==> src/rtl/uart_tx_arbiter.sv <==
// Round-robin arbiter that serializes bytes from NREQ requesters onto one UART
// transmitter, handshaking on its end flag with a bounded wait and sticky timeout.
module uart_tx_arbiter #(
  parameter int NREQ    = 4,
  parameter int NBIT    = 8,
  parameter int TIMEOUT = 256,
  parameter int IDW     = $clog2(NREQ)
) (
  input  logic                 clk,
  input  logic                 reset,
  input  logic [NREQ-1:0]      req,
  input  logic [NREQ*NBIT-1:0] req_data,
  output logic [NREQ-1:0]      gnt,
  output logic [NREQ-1:0]      done,
  output logic                 tx_transmit,
  output logic [NBIT-1:0]      tx_data,
  output logic                 tx_clr_n,
  input  logic                 tx_end_flag,
  output logic                 busy,
  output logic [IDW-1:0]       cur_id,
  output logic                 timeout_err,
  input  logic                 err_clr
);

  // state | meaning
  // IDLE  | pick next requester, or clear a stale end flag
  // SEND  | byte latched, gnt pulsed, transmit started
  // WAIT  | transmit held until end flag or timeout
  // CLEAR | end flag cleared, done pulsed for a real job
  typedef enum logic [1:0] {IDLE, SEND, WAIT, CLEAR} state_t;

  localparam int             CW       = (TIMEOUT > 1) ? $clog2(TIMEOUT) : 1;
  localparam logic [CW-1:0]  CNT_LAST = CW'(TIMEOUT - 1);
  localparam logic [IDW-1:0] ID_LAST  = IDW'(NREQ - 1);

  state_t          state, state_nxt;
  logic [IDW-1:0]  last_id, last_id_nxt;
  logic [IDW-1:0]  cur_id_nxt;
  logic [IDW-1:0]  win_id, cand;
  logic            win_found;
  logic [NBIT-1:0] tx_data_nxt;
  logic [CW-1:0]   wait_cnt, wait_cnt_nxt;
  logic            stale, stale_nxt;
  logic            timeout_err_nxt;
  logic [NBIT-1:0] req_byte [NREQ];
  logic [NREQ-1:0] cur_onehot;

  for (genvar i = 0; i < NREQ; i++) begin : g_byte
    assign req_byte[i] = req_data[i*NBIT +: NBIT];
  end

  assign cur_onehot = NREQ'(1) << cur_id;

  // Search starts one past the last winner so a held request cannot starve others.
  always_comb begin
    win_found = 1'b0;
    win_id    = '0;
    cand      = last_id;
    for (int k = 0; k < NREQ; k++) begin
      cand = (cand == ID_LAST) ? '0 : cand + IDW'(1);
      if (!win_found && req[cand]) begin
        win_found = 1'b1;
        win_id    = cand;
      end
    end
  end

  always_comb begin
    state_nxt       = state;
    last_id_nxt     = last_id;
    cur_id_nxt      = cur_id;
    tx_data_nxt     = tx_data;
    wait_cnt_nxt    = wait_cnt;
    stale_nxt       = stale;
    timeout_err_nxt = err_clr ? 1'b0 : timeout_err;
    gnt             = '0;
    done            = '0;
    tx_transmit     = 1'b0;
    tx_clr_n        = 1'b1;
    busy            = 1'b1;
    case (state)
      IDLE: begin
        busy = 1'b0;
        if (tx_end_flag) begin
          state_nxt = CLEAR;
          stale_nxt = 1'b1;
        end else if (win_found) begin
          state_nxt   = SEND;
          last_id_nxt = win_id;
          cur_id_nxt  = win_id;
          tx_data_nxt = req_byte[win_id];
          stale_nxt   = 1'b0;
        end
      end
      SEND: begin
        gnt          = cur_onehot;
        tx_transmit  = 1'b1;
        wait_cnt_nxt = '0;
        state_nxt    = WAIT;
      end
      WAIT: begin
        // transmit stays high so the transmitter cannot restart on its own flag
        tx_transmit = 1'b1;
        if (tx_end_flag) begin
          state_nxt = CLEAR;
        end else if (wait_cnt == CNT_LAST) begin
          state_nxt       = CLEAR;
          timeout_err_nxt = 1'b1;
        end else begin
          wait_cnt_nxt = wait_cnt + CW'(1);
        end
      end
      CLEAR: begin
        tx_clr_n = 1'b0;
        if (!stale) done = cur_onehot;
        state_nxt = IDLE;
      end
      default: state_nxt = IDLE;
    endcase
  end

  always_ff @(posedge clk) begin
    if (reset) begin
      state       <= IDLE;
      last_id     <= ID_LAST;
      cur_id      <= '0;
      tx_data     <= '0;
      wait_cnt    <= '0;
      stale       <= 1'b0;
      timeout_err <= 1'b0;
    end else begin
      state       <= state_nxt;
      last_id     <= last_id_nxt;
      cur_id      <= cur_id_nxt;
      tx_data     <= tx_data_nxt;
      wait_cnt    <= wait_cnt_nxt;
      stale       <= stale_nxt;
      timeout_err <= timeout_err_nxt;
    end
  end

endmodule

==> config.mk <==
export PLATFORM = sky130hd
export DESIGN_NAME = uart_tx_arbiter
export DESIGN_NICKNAME = d
export VERILOG_FILES = /design/src/rtl/uart_tx_arbiter.sv
export SDC_FILE = /design/constraint.sdc
export NUM_CORES = 1
export LEC_CHECK = 0
export ABC_AREA = 0
export BUFFER_PORTS_ARGS = -buffer_cell sky130_fd_sc_hd__buf_2
export CAP_MARGIN = 20
export CORE_MARGIN = 1.5
export CORE_UTILIZATION = 51
export CTS_BUF_LIST = sky130_fd_sc_hd__clkbuf_2 sky130_fd_sc_hd__clkbuf_4 sky130_fd_sc_hd__clkbuf_8
export DETAILED_ROUTE_END_ITERATION = 6
export PLACE_DENSITY_LB_ADDON = 0.25
export SLEW_MARGIN = 10
export SYNTH_ARGS = -nofsm -noshare
export SYNTH_HDL_FRONTEND = slang
export SYNTH_SLANG_ARGS = --single-unit
==> constraint.sdc <==
create_clock -name clk -period 2.6 [get_ports clk]
set_input_delay 0.65 -clock clk [delete_from_list [all_inputs] [get_ports clk]]
set_output_delay 0.65 -clock clk [all_outputs]
set_load 0.03 [all_outputs]
==> results by group, run 1 <==
Worst setup path
  • Slowest stage cell, crit path: ha_1
  • R2r setup slk: 330 ps
  • Crit path max-delay family: compound AO/OA/AOI/OAI gates
  • Worst Path Class, Setup: reg2reg
  • Required time of the worst setup path: 2860 ps
  • RR Startpoint: last_id[0]$_SDFFE_PP1P_
  • Startpoint Class: flop
  • Worst r2r dst: tx_data[1]$_SDFFE_PP0P_
  • Crit path buffers/inverters: 1
  • Crit. End Element: flop
  • Worst-path fanout max: 17
  • CP arrival: between 2000 and 3000 ps
  • CP Launch Point: last_id[0]$_SDFFE_PP1P_
  • Max incr delay on CP: 460 ps
  • Critical path, cell by cell: ha_1 -> a21boi_0 -> o311ai_0 -> a32oi_2 -> buf_12 -> mux2i_1 -> a211o_1 -> a21oi_2
  • Reg2Reg Depth: 8

Route
  • Routed vias: 1591
  • Iter 0 DRT Violations: 53
  • Residual DRC: 0
  • Routed Antenna Nets: 0
  • DR vias/cell: 5.36
  • Wire per inst: 12.1 microns
  • First drt pass iteration count: 5
  • Total Wirelength: ~3600 microns

Yosys
  • Yosys top cell by area: dfxtp_1
  • Most instantiated cells after synthesis: dfxtp_1 (24), nor2_1 (23), mux2i_1 (21)
  • Cell count after synthesis: approximately 200
  • Post-synth EDFFs: 0
  • Top_reg_cell synth: dfxtp_1
  • Synth top area share: 0.290
  • Syn avg cell area: ~8.5 sq um
  • Sequential area share after synthesis: 0.290
  • Synth cell types: 45
  • Syn. warnings: 0
  • Share of async-settable or async-resettable flops after synthesis: 0
  • Synth area leaders: dfxtp_1 (29%), mux2i_1 (13%), nor2_1 (5.2%), a211o_1 (4.8%), a21oi_2 (4.8%)
  • Top-count cell post-synth: dfxtp_1
  • Post-Syn Area: approximately 1700 sq um
  • Flop and latch count out of synthesis: 24
  • Syn Nets: around 240

Place
  • GPL Wtd Cong: between 0.8 and 0.9
  • Dpl ws: 293 ps
  • Input/output buffers: 61
  • Dpl cells: between 200 and 300
  • Post-DP HPWL: ~2800 microns

Clock tree
  • CTS tree: built
  • Clock sinks: 24
  • CTS H-tree depth: 1
  • Setup bufs post-CTS: 0
  • CTS root buf: clkbuf_4
  • Post-cts resize count: 0
  • Clk_lat worst skew: 320 ps
  • Hold-fix buffers at CTS: 0
  • Worst-path clk slew: about 120 ps
  • CTS Buf Count: 3
  • Clock buffer depth: 2

Global routing
  • Total GRT Usage: 0.207
  • Vias in the first global route: ~1300
  • First-pass GRT wire length: between 5000 and 6000 microns
  • M1 GR Usage: 0.279
  • Total grt overflow: 0
  • Most used routing layer: met2
  • Antenna violations before repair: 0
  • Largest net degree at the start of global routing: 20
  • GR Layer Usage met3: 0.0541
  • Met2 usage in global routing: 0.321

Pwr
  • Peak VDD IR: 0.000381 V
  • PD cells: ~800 nW/um^2
  • P_leak: around 0.00092 uW
  • Total Power Consumption: roughly 1600 uW

STA
  • Slew headroom: 0.702
  • Post-layout min period: about 2300 ps
  • Final period util: 0.872
  • Worst setup margin: 333 ps
  • Setup tns final: 0 ps
  • Final Max Slew Viols: 0
  • F_max: between 400 and 500 MHz
  • Final hold vios: 0
  • Unrepaired setup endpoints after global routing: false
  • Finish-stage setup viols: 0
  • Worst slew pin tran: roughly 440 ps
  • Clk_skew: between 10 and 15 ps

Cells and area
  • Antenna Diode Count: 0
  • Layout cells sized above 1: 0.336
  • Final Instance Count excl. Fillers: roughly 300
  • Filler Cell Count: 293
  • Fin nets: 300
  • FF/Latch Area: ~480 sq um
  • Multi-input gate area: 1070 sq um
  • Synthesis-to-layout area growth: 22.6%

Min path
  • Hold endpoint: last_id[1]$_SDFFE_PP1P_
  • HP Start: last_id[1]$_SDFFE_PP1P_
  • Worst Hold Depth: 1
  • Hold Path Class: reg2reg

Die
  • Starting Density: 0.539
  • DIE AREA: about 3600 sq um
  • Core area: 3080 sq um
  • Row count: 20
  • I/O pins: 62
  • Die Width: ~60 microns
  • Die Y: about 60 microns

Status
  • Outcome: finished, final reports clean

Job
  • Max Cap Violations: 0
per-stage QoR:
step | area, sq um | hold slack, ps | utilization
floorplan | 1660 | 444 | -
global placement | 2000 | 454 | 0.649
detailed placement | 2000 | 460 | 0.649
CTS | 2030 | 490 | 0.661
global route | 2030 | 501 | 0.661
finish | 2030 | 491 | 0.661
how the worst max path moves through the flow:
stage	to	cells after the start
6_report	tx_data[1]$_SDFFE_PP0P_	8
4_1_cts	tx_data[1]$_SDFFE_PP0P_	8
3_5_place_dp	tx_data[0]$_SDFFE_PP0P_	7
5_1_grt	tx_data[2]$_SDFFE_PP0P_	8
3_3_place_gp	tx_data[7]$_SDFFE_PP0P_	7
2_1_floorplan	done[1]	2
state kept, by name, summed over array words and instances (netlist names):
signal	flops
stale	1
timeout_err	1
last_id	2
cur_id	2
wait_cnt	8
state	2
tx_data	8
cell type report:
class	count	area share
inverter	8	0.0148
multi-input combinational	150	0.526
tap	44	0.0271
clock buffer	4	0.0178
timing repair buffer	67	0.178
sequential	24	0.236
worst reg2reg max path: cells and delay by family, from the launching register on:
family | cells | cell delay (ps)
DFF | 1 | 340
buffers and inverters | 1 | 200
adders and majority gates | 1 | 460
AOI/OAI and AO/OA | 5 | 1090
muxes | 1 | 140
cells in the final DEF, fill, tap and decap left out, types with 2 or more instances in the layout:
cell type,n
nand2_1,9
and3_1,2
buf_2,61
nand4_1,2
dfxtp_1,24
nor3_1,3
nand2b_1,6
a21oi_1,9
a21oi_2,9
or3_1,4
clkbuf_4,3
ha_1,6
inv_1,8
o32a_1,2
nor4_1,2
nor4b_1,2
o211ai_1,2
buf_4,5
o21ai_0,9
xor2_1,4
nand3_1,3
nor2b_1,5
mux2i_1,21
a211o_1,9
nor2_1,23
metal layers:
metal / vias to the layer above / part of all wire
met1: 708 / 0.49
met4: 0 / 0.0061
met5: - / 0
met2: 61 / 0.43
met3: 2 / 0.076
li1: 820 / -
power breakdown:
part | internal (uW) | switching [uW]
combinational | 381 | 574
clock | 85.6 | 114
sequential | 435 | 54.5
total | 902 | 743
kinds of logic after synthesis:
logic type | Yosys count | synth area share
adder cells (fa/ha/maj) | 6 | 0.0452
flip-flops | 24 | 0.290
XOR/XNOR | 4 | 0.0211
AND/OR/NAND/NOR | 68 | 0.216
buffers and inverters | 21 | 0.0701
multiplexers | 22 | 0.133
AO/OA/AOI/OAI | 50 | 0.224
Power figures use the tool's default switching activity.
==> run 2: changes to the inputs <==
- CORE_UTILIZATION: 51 -> 40
==> results by group, run 2 (same netlist as run 1, synthesis figures left out) <==
Status
  • Outcome: finished, final reports clean

Clock tree
  • Worst-path clk slew: 80 ps (-40 ps)
  • Hold-fix buffers at CTS: 0 (unchanged)
  • Post-cts resize count: 0 (unchanged)
  • CTS root buf: clkbuf_8
  • CTS Buf Count: 3 (unchanged)
  • CTS H-tree depth: 1 (unchanged)
  • Clk_lat worst skew: 260 ps (-60 ps)
  • Clock buffer depth: 2 (unchanged)
  • Clock sinks: 24 (unchanged)
  • Setup bufs post-CTS: 0 (unchanged)
  • CTS tree: built

Worst setup path
  • Required time of the worst setup path: 2800 ps (-60 ps)
  • Slowest stage cell, crit path: ha_1
  • RR Startpoint: last_id[0]$_SDFFE_PP1P_
  • CP Launch Point: last_id[0]$_SDFFE_PP1P_
  • Max incr delay on CP: 460 ps (about the same)
  • Crit path buffers/inverters: 1 (unchanged)
  • Worst Path Class, Setup: reg2reg
  • Worst-path fanout max: 17 (unchanged)
  • Crit. End Element: flop
  • Worst r2r dst: tx_data[1]$_SDFFE_PP0P_
  • Startpoint Class: flop
  • Critical path, cell by cell: ha_1 -> a21boi_0 -> o311ai_0 -> a32oi_2 -> buf_12 -> mux2i_1 -> a211o_1 -> a21oi_2
  • R2r setup slk: 340 ps (about the same)
  • Reg2Reg Depth: 8 (unchanged)
  • CP arrival: 2460 ps (-60 ps)
  • Crit path max-delay family: compound AO/OA/AOI/OAI gates

Cells and area
  • Largest regs: tx_data x8, wait_cnt x8
  • Final Instance Count excl. Fillers: 302 (+1.7%)
  • Most common cell after layout, fill and taps aside: buf_2
  • Antenna Diode Count: 0 (unchanged)
  • Most frequent cells in the layout: buf_2 (61), dfxtp_1 (24), nor2_1 (23), mux2i_1 (21)
  • Post-layout util: 0.517 (-0.144)
  • Layout cells sized above 1: 0.333 (-0.00264)
  • Filler Cell Count: 425 (+45%)
  • Synthesis-to-layout area growth: 24.7%
  • Fin nets: 299 (-0.33%)

Global routing
  • Total GRT Usage: 0.166 (-0.0414)
  • Total grt overflow: 0 (unchanged)
  • Vias in the first global route: 1355 (+0.44%)
  • First-pass GRT wire length: 5870 microns (+2.8%)
  • Largest net degree at the start of global routing: 20 (unchanged)
  • Antenna violations before repair: 0 (unchanged)

Route
  • Total Wirelength: 3520 microns (-2.1%)
  • Iter 0 DRT Violations: 59 (+11%)
  • Wire per inst: 11.7 microns (-3.8%)
  • Routed Antenna Nets: 0 (unchanged)
  • Routed vias: 1550 (-2.6%)
  • DR vias/cell: 5.13 (-4.2%)
  • First drt pass iteration count: 4 (-1)
  • Residual DRC: 0 (unchanged)

Place
  • Dpl ws: 302 ps (+8.77 ps)
  • Post-DP HPWL: 2700 microns (-4.2%)
  • Dpl cells: 298 (+1.7%)
  • GPL Wtd Cong: 0.826 (+1.2%)
  • Input/output buffers: 61 (unchanged)

Pwr
  • Peak VDD IR: 0.000418 V (+9.9%)
  • PD cells: 848 nW/um^2 (+4.9%)
  • P_leak: 0.000926 uW (+1.0%)

STA
  • Final period util: 0.868 (-0.00402)
  • Final Max Slew Viols: 0 (unchanged)
  • Clk_skew: 6.25 ps (-6.72 ps)
  • Finish-stage setup viols: 0 (unchanged)
  • Worst slew pin tran: 455 ps (+13.8 ps)
  • Worst setup margin: 343 ps (+10.5 ps)
  • Unrepaired setup endpoints after global routing: false
  • Final hold vios: 0 (unchanged)
  • Slew headroom: 0.693 (-0.00931)
  • Setup tns final: 0 ps (unchanged)
  • F_max: 443 MHz (+0.46%)
  • Post-layout min period: 2260 ps (-10.5 ps)
  • Hold WS: 477 ps (-13.3 ps)

Die
  • I/O pins: 62 (unchanged)
  • Row count: 23 (+15%)
  • DIE AREA: 4540 sq um (+26%)
  • Die Width: 67.4 microns (+12%)
  • Starting Density: 0.415 (-0.124)
  • Die Y: 67.4 microns (+12%)
  • Core area: 4000 sq um (+30%)

Min path
  • Hold Path Class: reg2reg
  • Worst Hold Depth: 1 (unchanged)
  • Hold endpoint: last_id[1]$_SDFFE_PP1P_
  • HP Start: last_id[1]$_SDFFE_PP1P_

Job
  • Max Cap Violations: 0 (unchanged)
[run 2: worst max-delay path by stage]
stage	to	slack (ps)	cells after the start
4_1_cts	tx_data[2]$_SDFFE_PP0P_	350	8
3_5_place_dp	tx_data[3]$_SDFFE_PP0P_	300	7
5_1_grt	tx_data[5]$_SDFFE_PP0P_	170	8
3_3_place_gp	tx_data[3]$_SDFFE_PP0P_	320	7
2_1_floorplan	done[1]	160	2
6_report	tx_data[1]$_SDFFE_PP0P_	340	8
[run 2: metrics by stage]
step / total power, uW / instance area (sq um)
after CTS: 1780 / 2070
after detailed placement: 1450 / 2000
final: 1750 / 2070
after global placement: 1440 / 2000
after floorplan: 1240 / 1660
after global routing: 1900 / 2070
[run 2: report_power, final]
part | leakage (uW) | internal [uW] | total, uW | switching, uW
clock | 0.0000357 | 206 | 324 | 118
combinational | 0.000694 | 377 | 942 | 565
sequential | 0.000196 | 435 | 489 | 53.3
[run 2: layout make-up]
type | count | area (sq um) | share of cell area
Clock buffer | 3 | 41.3 | 0.0200
Clock inverter | 1 | 30.0 | 0.0145
Inverter | 8 | 30.0 | 0.0145
Multi-Input combinational cell | 150 | 1070 | 0.517
Sequential cell | 24 | 480 | 0.232
Tap cell | 50 | 62.6 | 0.0302
Timing Repair Buffer | 66 | 355 | 0.172
[run 2: layer usage]
layer,part of all wire,global-route usage,up-vias
met1,0.50,0.215,684
met3,0.049,0.0450,2
met5,0,0,-
met4,0.0048,0.0306,0
li1,-,-,818
met2,0.45,0.277,46
